`src/rtl/mc_ctrl_pkg.sv`:
```
// rtl/mc_ctrl_pkg.sv - shared states, instruction classes and decode constants
// for the multi-cycle LEGv8 controller.
package mc_ctrl_pkg;

   typedef enum logic [2:0] {
      ST_FETCH  = 3'd0,
      ST_DECODE = 3'd1,
      ST_EXEC   = 3'd2,
      ST_MEM    = 3'd3,
      ST_WB     = 3'd4,
      ST_FAULT  = 3'd7
   } state_t;

   typedef enum logic [3:0] {
      CL_AND, CL_ORR, CL_ADD, CL_SUB, CL_ADDI, CL_SUBI, CL_CBZ, CL_B,
      CL_LDUR, CL_STUR, CL_MOVZ, CL_ILLEGAL, CL_NONE
   } class_t;

   localparam logic [3:0] ALU_AND   = 4'b0000;
   localparam logic [3:0] ALU_OR    = 4'b0001;
   localparam logic [3:0] ALU_ADD   = 4'b0010;
   localparam logic [3:0] ALU_SUB   = 4'b0110;
   localparam logic [3:0] ALU_PASSB = 4'b0111;

   localparam logic [1:0] SIGN_I  = 2'b00;
   localparam logic [1:0] SIGN_D  = 2'b01;
   localparam logic [1:0] SIGN_B  = 2'b10;
   localparam logic [1:0] SIGN_CB = 2'b11;

   // Opcode wildcard patterns: a bit takes part in the match only where mask is 1.
   typedef struct packed {
      logic [10:0] mask;
      logic [10:0] val;
   } op_pat_t;

   localparam op_pat_t PAT_AND  = '{mask: 11'b01111111000, val: 11'b00001010000};
   localparam op_pat_t PAT_ORR  = '{mask: 11'b01111111000, val: 11'b00101010000};
   localparam op_pat_t PAT_ADD  = '{mask: 11'b01011111000, val: 11'b00001011000};
   localparam op_pat_t PAT_SUB  = '{mask: 11'b01011111000, val: 11'b01001011000};
   localparam op_pat_t PAT_ADDI = '{mask: 11'b01011111000, val: 11'b00010001000};
   localparam op_pat_t PAT_SUBI = '{mask: 11'b01011111000, val: 11'b01010001000};
   localparam op_pat_t PAT_CBZ  = '{mask: 11'b01111110000, val: 11'b00110100000};
   localparam op_pat_t PAT_B    = '{mask: 11'b01111100000, val: 11'b00010100000};
   localparam op_pat_t PAT_LDUR = '{mask: 11'b00111111111, val: 11'b00111000010};
   localparam op_pat_t PAT_STUR = '{mask: 11'b00111111111, val: 11'b00111000000};
   localparam op_pat_t PAT_MOVZ = '{mask: 11'b11111111100, val: 11'b11010010100};

   function automatic logic op_match(input logic [10:0] op, input op_pat_t p);
      return (op & p.mask) == p.val;
   endfunction

endpackage

```
`src/rtl/mc_opcode_classify.sv`:
```
// rtl/mc_opcode_classify.sv - combinational opcode to instruction-class decode,
// first matching pattern wins.
module mc_opcode_classify
   import mc_ctrl_pkg::*;
(
   input  logic [10:0] i_opcode,
   output class_t      o_class
);

   always_comb begin
      o_class = CL_ILLEGAL;
      if      (op_match(i_opcode, PAT_AND))  o_class = CL_AND;
      else if (op_match(i_opcode, PAT_ORR))  o_class = CL_ORR;
      else if (op_match(i_opcode, PAT_ADD))  o_class = CL_ADD;
      else if (op_match(i_opcode, PAT_SUB))  o_class = CL_SUB;
      else if (op_match(i_opcode, PAT_ADDI)) o_class = CL_ADDI;
      else if (op_match(i_opcode, PAT_SUBI)) o_class = CL_SUBI;
      else if (op_match(i_opcode, PAT_CBZ))  o_class = CL_CBZ;
      else if (op_match(i_opcode, PAT_B))    o_class = CL_B;
      else if (op_match(i_opcode, PAT_LDUR)) o_class = CL_LDUR;
      else if (op_match(i_opcode, PAT_STUR)) o_class = CL_STUR;
      else if (op_match(i_opcode, PAT_MOVZ)) o_class = CL_MOVZ;
   end

endmodule

```
`src/rtl/multicycle_control.sv`:
```
// rtl/multicycle_control.sv - FETCH/DECODE/EXEC/MEM/WB sequencer with memory timeout and sticky FAULT.
// Define PERF_CNT_EN to add the retired[31:0] counter of pcwrite cycles.
module multicycle_control
   import mc_ctrl_pkg::*;
#(
   parameter int MEM_TIMEOUT = 15
) (
   input  logic        CLK,
   input  logic        reset,
   input  logic [10:0] opcode,
   input  logic        zero,
   input  logic        mem_ready,
   output logic        imem_req,
   output logic        irwrite,
   output logic        pcwrite,
   output logic        pcsrc,
   output logic        reg2loc,
   output logic        alusrc,
   output logic        mem2reg,
   output logic        regwrite,
   output logic        memread,
   output logic        memwrite,
   output logic        movz,
   output logic [3:0]  aluop,
   output logic [1:0]  signop,
   output logic [1:0]  shamt,
   output logic        fault,
`ifdef PERF_CNT_EN
   output logic [31:0] retired,
`endif
   output logic [2:0]  state
);

   localparam int WAIT_W = (MEM_TIMEOUT > 0) ? $clog2(MEM_TIMEOUT + 1) : 1;
   localparam bit TIMEOUT_EN = (MEM_TIMEOUT > 0);
   localparam logic [WAIT_W-1:0] WAIT_LAST = WAIT_W'(MEM_TIMEOUT - 1);

   state_t            r_state;
   class_t            r_class;
   logic [1:0]        r_shamt;
   logic [WAIT_W-1:0] r_wait;

   class_t            w_class;
   logic              w_timeout;
   logic [3:0]        w_aluop;
   logic [1:0]        w_signop;
   logic              w_is_imm;
   logic              w_reg2loc;

   mc_opcode_classify u_classify (
      .i_opcode (opcode),
      .o_class  (w_class)
   );

   // The cycle that would be the (MEM_TIMEOUT+1)-th wait goes to FAULT instead.
   assign w_timeout = TIMEOUT_EN && (r_wait == WAIT_LAST);

   always_ff @(posedge CLK or posedge reset) begin
      if (reset) begin
         r_state <= ST_FETCH;
         r_class <= CL_NONE;
         r_shamt <= 2'b00;
         r_wait  <= '0;
      end else begin
         r_wait <= '0;
         case (r_state)
            ST_FETCH: begin
               if (mem_ready)      r_state <= ST_DECODE;
               else if (w_timeout) r_state <= ST_FAULT;
               else                r_wait  <= r_wait + 1'b1;
            end
            ST_DECODE: begin
               r_class <= w_class;
               r_shamt <= (w_class == CL_MOVZ) ? opcode[1:0] : 2'b00;
               r_state <= (w_class == CL_ILLEGAL) ? ST_FAULT : ST_EXEC;
            end
            ST_EXEC: begin
               case (r_class)
                  CL_CBZ, CL_B:     r_state <= ST_FETCH;
                  CL_LDUR, CL_STUR: r_state <= ST_MEM;
                  default:          r_state <= ST_WB;
               endcase
            end
            ST_MEM: begin
               if (mem_ready)      r_state <= (r_class == CL_STUR) ? ST_FETCH : ST_WB;
               else if (w_timeout) r_state <= ST_FAULT;
               else                r_wait  <= r_wait + 1'b1;
            end
            ST_WB:    r_state <= ST_FETCH;
            default:  r_state <= ST_FAULT;
         endcase
      end
   end

   always_comb begin
      w_aluop  = ALU_AND;
      w_signop = SIGN_I;
      case (r_class)
         CL_ORR:           w_aluop = ALU_OR;
         CL_ADD, CL_ADDI:  w_aluop = ALU_ADD;
         CL_SUB, CL_SUBI:  w_aluop = ALU_SUB;
         CL_LDUR, CL_STUR: begin w_aluop = ALU_ADD;   w_signop = SIGN_D;  end
         CL_CBZ:           begin w_aluop = ALU_PASSB; w_signop = SIGN_CB; end
         CL_MOVZ:          w_aluop = ALU_PASSB;
         CL_B:             w_signop = SIGN_B;
         default:          ;
      endcase
   end

   assign w_is_imm  = (r_class == CL_ADDI) || (r_class == CL_SUBI) ||
                      (r_class == CL_LDUR) || (r_class == CL_STUR);
   assign w_reg2loc = (r_class == CL_CBZ) || (r_class == CL_STUR) || (r_class == CL_MOVZ);

   // Reset forces every strobe low immediately so an aborted instruction writes nothing.
   always_comb begin
      imem_req = 1'b0;
      irwrite  = 1'b0;
      pcwrite  = 1'b0;
      pcsrc    = 1'b0;
      reg2loc  = 1'b0;
      alusrc   = 1'b0;
      mem2reg  = 1'b0;
      regwrite = 1'b0;
      memread  = 1'b0;
      memwrite = 1'b0;
      movz     = 1'b0;
      aluop    = 4'b0000;
      signop   = 2'b00;
      shamt    = 2'b00;
      fault    = 1'b0;
      state    = r_state;
      if (!reset) begin
         case (r_state)
            ST_FETCH: begin
               imem_req = 1'b1;
               irwrite  = mem_ready;
            end
            ST_EXEC: begin
               alusrc  = w_is_imm;
               aluop   = w_aluop;
               signop  = w_signop;
               reg2loc = w_reg2loc;
               movz    = (r_class == CL_MOVZ);
               shamt   = r_shamt;
               if (r_class == CL_CBZ) begin
                  pcwrite = 1'b1;
                  pcsrc   = zero;
               end else if (r_class == CL_B) begin
                  pcwrite = 1'b1;
                  pcsrc   = 1'b1;
               end
            end
            ST_MEM: begin
               alusrc   = w_is_imm;
               aluop    = w_aluop;
               signop   = w_signop;
               memread  = (r_class == CL_LDUR);
               memwrite = (r_class == CL_STUR);
               pcwrite  = mem_ready && (r_class == CL_STUR);
            end
            ST_WB: begin
               regwrite = 1'b1;
               pcwrite  = 1'b1;
               mem2reg  = (r_class == CL_LDUR);
               movz     = (r_class == CL_MOVZ);
               shamt    = r_shamt;
            end
            ST_FAULT: fault = 1'b1;
            default:  ;
         endcase
      end
   end

`ifdef PERF_CNT_EN
   logic [31:0] r_retired;

   always_ff @(posedge CLK or posedge reset) begin
      if (reset)        r_retired <= 32'd0;
      else if (pcwrite) r_retired <= r_retired + 32'd1;
   end

   assign retired = r_retired;
`endif

endmodule

```
`config.mk`:
```
export PLATFORM = sky130hd
export DESIGN_NAME = multicycle_control
export DESIGN_NICKNAME = d
export VERILOG_FILES = /design/src/rtl/mc_ctrl_pkg.sv /design/src/rtl/mc_opcode_classify.sv /design/src/rtl/multicycle_control.sv
export SDC_FILE = /design/constraint.sdc
export NUM_CORES = 1
export LEC_CHECK = 0
export CAP_MARGIN = 20
export CORE_ASPECT_RATIO = 1.5
export CORE_UTILIZATION = 49
export CTS_CLUSTER_DIAMETER = 200
export DETAILED_ROUTE_END_ITERATION = 8
export GPL_TIMING_DRIVEN = 0
export PLACE_DENSITY = 0.92
export SETUP_SLACK_MARGIN = 0.5
export SLEW_MARGIN = 10
export SYNTH_ARGS = -nofsm -noshare
export SYNTH_HDL_FRONTEND = slang
export SYNTH_SLANG_ARGS = --single-unit
```
`constraint.sdc`:
```
create_clock -name CLK -period 4 [get_ports CLK]
set_input_delay 0.8 -clock CLK [delete_from_list [all_inputs] [get_ports CLK]]
set_output_delay 0.8 -clock CLK [all_outputs]
set_load 0.02 [all_outputs]
```
# After elaboration in Yosys (flattened, before gate mapping)
# Index checks and enable logic that the tools add are counted.
[word_totals]
reg_bits = 13
in_bits = 15
out_inout_bits = 23
[classes]
reduce_logical = 15
eq_ne = 29
add_sub_neg = 1
mux = 57
[ops]
columns = ["cell", "count"]
rows = [
  ["4-bit 2-to-1 mux", 15],
  ["9-bit equality test, second input constant", 3],
  ["1-bit 2-to-1 mux", 27],
  ["4-bit equality test, second input constant", 6],
  ["4-bit by 3-bit equality test with 1-bit output, second input constant", 4],
  ["3-bit 2-to-1 mux", 5],
  ["3-bit one-hot mux with 5 select lines", 1],
  ["2-bit OR reduction", 7],
  ["6-bit by 5-bit equality test with 1-bit output, second input constant", 2],
  ["6-bit equality test, second input constant", 2],
  ["3-bit one-hot mux with 4 select lines", 1],
  ["2-bit 2-to-1 mux", 5],
  ["4-bit by 2-bit equality test with 1-bit output, second input constant", 2],
  ["7-bit by 4-bit equality test with 1-bit output, second input constant", 1],
  ["7-bit by 6-bit equality test with 1-bit output, second input constant", 1],
  ["3-bit by 2-bit equality test with 1-bit output, second input constant", 2],
  ["3-bit equality test, second input constant", 2],
  ["6-bit by 4-bit equality test with 1-bit output, second input constant", 1],
  ["2-bit one-hot mux with 3 select lines", 1],
  ["3-bit one-hot mux with 2 select lines", 1],
  ["5-bit by 3-bit equality test with 1-bit output, second input constant", 1],
  ["1-bit logical OR", 5],
  ["4-bit by 1-bit adder with 4-bit output, second input constant", 1],
  ["4-bit by 1-bit equality test with 1-bit output, second input constant", 1],
  ["other kinds (5)", 5],
]

# Longest topological paths before layout
[depth]
depth_word = 15
ltp_mapped = 6
ltp_nobuf = 6

# Hierarchy
# A second synthesis with hierarchy kept.
[hier_totals]
cells_unflattened = 148
hier_area_um2 = 1201.2
[modules_own_cells]
columns = ["module", "seq_area_each_um2", "cells_per_inst", "area_each_um2", "instances"]
rows = [
  ["multicycle_control", 327.8, 120, 1023.5, 1],
  ["mc_opcode_classify", 0.0, 28, 177.7, 1],
]

# Worst setup path after synthesis
# Ideal clock, no wire load.
[synth_path]
kind = "input to output"
from = "input port reset"
to = "output port pcsrc"
setup_slack_ps = 1067
stages = 4
path_buffers = 1
t_arrival_ps = 2133
path_cell_list = "inv_1 > nand2b_1 > clkbuf_1 > nor4_1"
[synth_via]
elab_chain_len = 1
[synth_rtl]
columns = ["element", "line_no", "rtl"]
rows = [
  ["from (decl)", "multicycle_control.sv:9", "input logic reset,"],
  ["1-bit 2-to-1 mux", "multicycle_control.sv:132", "if (!reset) begin"],
  ["to (decl)", "multicycle_control.sv:16", "output logic pcsrc,"],
]
# No other way between the ends.

# Worst setup path after layout
[layout_path]
from = "input port reset"
to = "output port reg2loc"
[layout_via]
elab_chain_len = 1
[layout_rtl]
columns = ["element", "line_no", "rtl"]
rows = [
  ["1-bit 2-to-1 mux", "multicycle_control.sv:132", ""],
  ["to (decl)", "multicycle_control.sv:17", "output logic reg2loc,"],
]
# No other way between the ends.

==> results.toml <==
[yosys]
syn_area_per_cell_um2 = 7.68
yosys.area.top_type = "dfrtp_1"
synth_compound_area_share_pct = 23.9
ys_ff_latch = 13
muxShareOfSynthArea_pct = 0.991
synth_area_mm2 = 0.00114
synth_cell_types = 47
synth_nets = 165
synth_top_cell_area_share_pct = 24.2
synth_edf_count = 0
ys.flop_type = "dfrtp_1"
synthAdderAreaFrac_pct = 2.20
async_flop_share_pct = 100
ys_top_cells_by_area = "dfrtp_1, nor2_1, dfstp_2"
synth_top_family_by_area = "simple AND/OR/NAND/NOR gates"
ys_warn_count = 0
synth_xor_area_share_pct = 2.31
yosys.area_share.simple_pct = 36.1
synth-seq-area-share_pct = 28.9
postSynthCellCount = 148

[place]
dpl_cell_area_mm2 = 0.00153
portBuffers = 36
hpwlAfterDp_um = 2350
place_inst = 207
place_congestion = 0.775

[final_layout]
drive_gt1_share_pct = 10.0
seq_area_um2 = 328
fillers = 199
layout.cells.non_filler = 213
nNetsFinal = 208
final_cell_mix = "clkdlybuf4s50_1, nor2_1, nand2_1"
num_antenna_cells = 0
fin_area_mm2 = 0.00158
syn_to_final_growth_pct = 39.1
multiInputGateArea_um2 = 753
final_core_util_pct = 71.6
mostFrequentLayoutCell = "clkdlybuf4s50_1"

[global_route]
grt_usage_pct = 26.5
grt_pass1_wl_um = 4500
grt_antenna_before_repair = 0
grt_max_degree = 11
grt-ovfl-total = 0
grt_pass1_vias = 1126

[worst_setup_path]
crit_arrival_ns = 2.56
critPathRequiredTime_ns = 3.20
criticalPathCategory = "in -> out"
worst-path-max-fanout = 10
endpoint_kind = "output pin"
start_kind = "primary input"

[timing]
fin_worst_skew_ns = 0.00225
finalSetupViolations = 0
drv_slew = 0
finalCriticalPeriod_ns = 3.36
tns_ns = 0
grt_setup_unrepaired = "false"
fin_crit_sh_pct = 84.1
max_freq_mhz = 297
hold_viol_final = 0
hold_slack_ns = 0.489

[floorplan]
die_w_um = 41.3
fp.coreArea_mm2 = 0.00221
dieHeight_um = 61.0
die-area_mm2 = 0.00252
io_pins = 38
start_util_pct = 51.5
rows = 21

[clock_tree]
clock_path_buffers = 2
ctsHoldBuffers = 0
htree_levels = 1
clk_latency_ns = 0.29
cts.clk_slew.worst_paths_ns = 0.07
cts-root-buf = "clkbuf_4"
cts.sinks = 13
cts_inserted_buffers = 3
cts_tree = "built"

[detailed_routing]
vias = 1244
final_antenna_net_count = 0
drt_pass1_iterations = 4
dr.first_iter.drc_count = 29
drc = 0
wl_per_cell_um = 14.2
via_per_inst = 5.84
wl_um = 3020

[power]
power.density_mw_per_mm2 = 240
vdd_drop_max_mv = 0.168
p_leak_nw = 0.593

[worst_hold_path]
hp-class = "reg -> reg"

[outcome]
status = "complete, no violations"

[flow_run]
cap_violations = 0
==> critical path: stages <==
cell and delay, ns:
clkdlybuf4s50_1 0.50, clkinvlp_4 0.14, nand2b_1 0.08, clkbuf_2 0.19
a211oi_1 0.22, clkdlybuf4s50_1 0.63
==> cells by family after synthesis <==
group	Yosys count
AO/OA/AOI/OAI	37
XOR/XNOR	3
adder cells (fa/ha/maj)	2
buffers and inverters	15
flip-flops	13
multiplexers	1
other	1
AND/OR/NAND/NOR	76
==> metal layers <==
| layer | vias up | share of wire (%) | track usage (%) |
|---|---|---|---|
| li1 | 612 | - | - |
| met5 | - | 0 | 0 |
| met3 | 7 | 2.9 | 1.47 |
| met4 | 0 | 2.8 | 15.7 |
| met2 | 39 | 58 | 51.6 |
| met1 | 586 | 36 | 24.3 |
==> through the flow <==
| stage | power (mW) | setup WS (ns) |
|---|---|---|
| finish | 0.380 | 0.637 |
| global route | 0.401 | 0.501 |
| CTS | 0.379 | 0.527 |
| detailed placement | 0.292 | 0.136 |
| global placement | 0.286 | 0.245 |
| floorplan | 0.250 | 1.07 |
==> where the power goes <==
part	leakage, nW	total [mW]	switching (mW)	internal (mW)
combinational	0.426	0.140	0.0812	0.0588
sequential	0.151	0.156	0.00878	0.147
clock	0.0150	0.0840	0.0451	0.0389
==> final cells by class <==
class / count / area share [%]
plain buffers: 9 / 2.53
multi-input cells: 120 / 47.7
repair buffers: 38 / 23.9
well taps: 23 / 1.82
clock buffers: 4 / 1.66
inverters: 6 / 1.66
flip-flops and latches: 13 / 20.7
==> final timing paths <==
check | start | end | slack, ns | cells past startpoint
min | r_shamt[0] | r_shamt[0] | 0.49 | 1
min in group asynchronous | reset | state[1] | 0.96 | 3
min reg2reg | r_shamt[0] | r_shamt[0] | 0.49 | 1
max reg2reg | r_class[3] | state[2] | 2.05 | 5
max | reset | reg2loc | 0.64 | 6
max in group asynchronous | reset | r_class[3] | 2.81 | 3
==> registers in the layout, summed over array words and instances, names as in the netlist <==
signal / count
r_shamt: 2
r_wait: 4
state: 3
r_class: 4
==> cells in the mapped netlist (3+ instances only) <==
cell and n:
a211oi_1 4, o21ai_0 5, a21oi_1 9, nor3_1 7, nor2_1 24, nor2b_1 8
clkbuf_1 8, dfrtp_1 11, inv_1 6, nand3b_1 3, nand2_1 12, o22ai_1 3
nor4_1 3, nand2b_1 4
==> repair_timing <==
action                     CTS  global route
gates cloned                 0             0
buffers inserted             2             0
resized for setup            2             5
setup endpoints to repair   15            14
No activity file was read; power rests on OpenSTA's default activity.
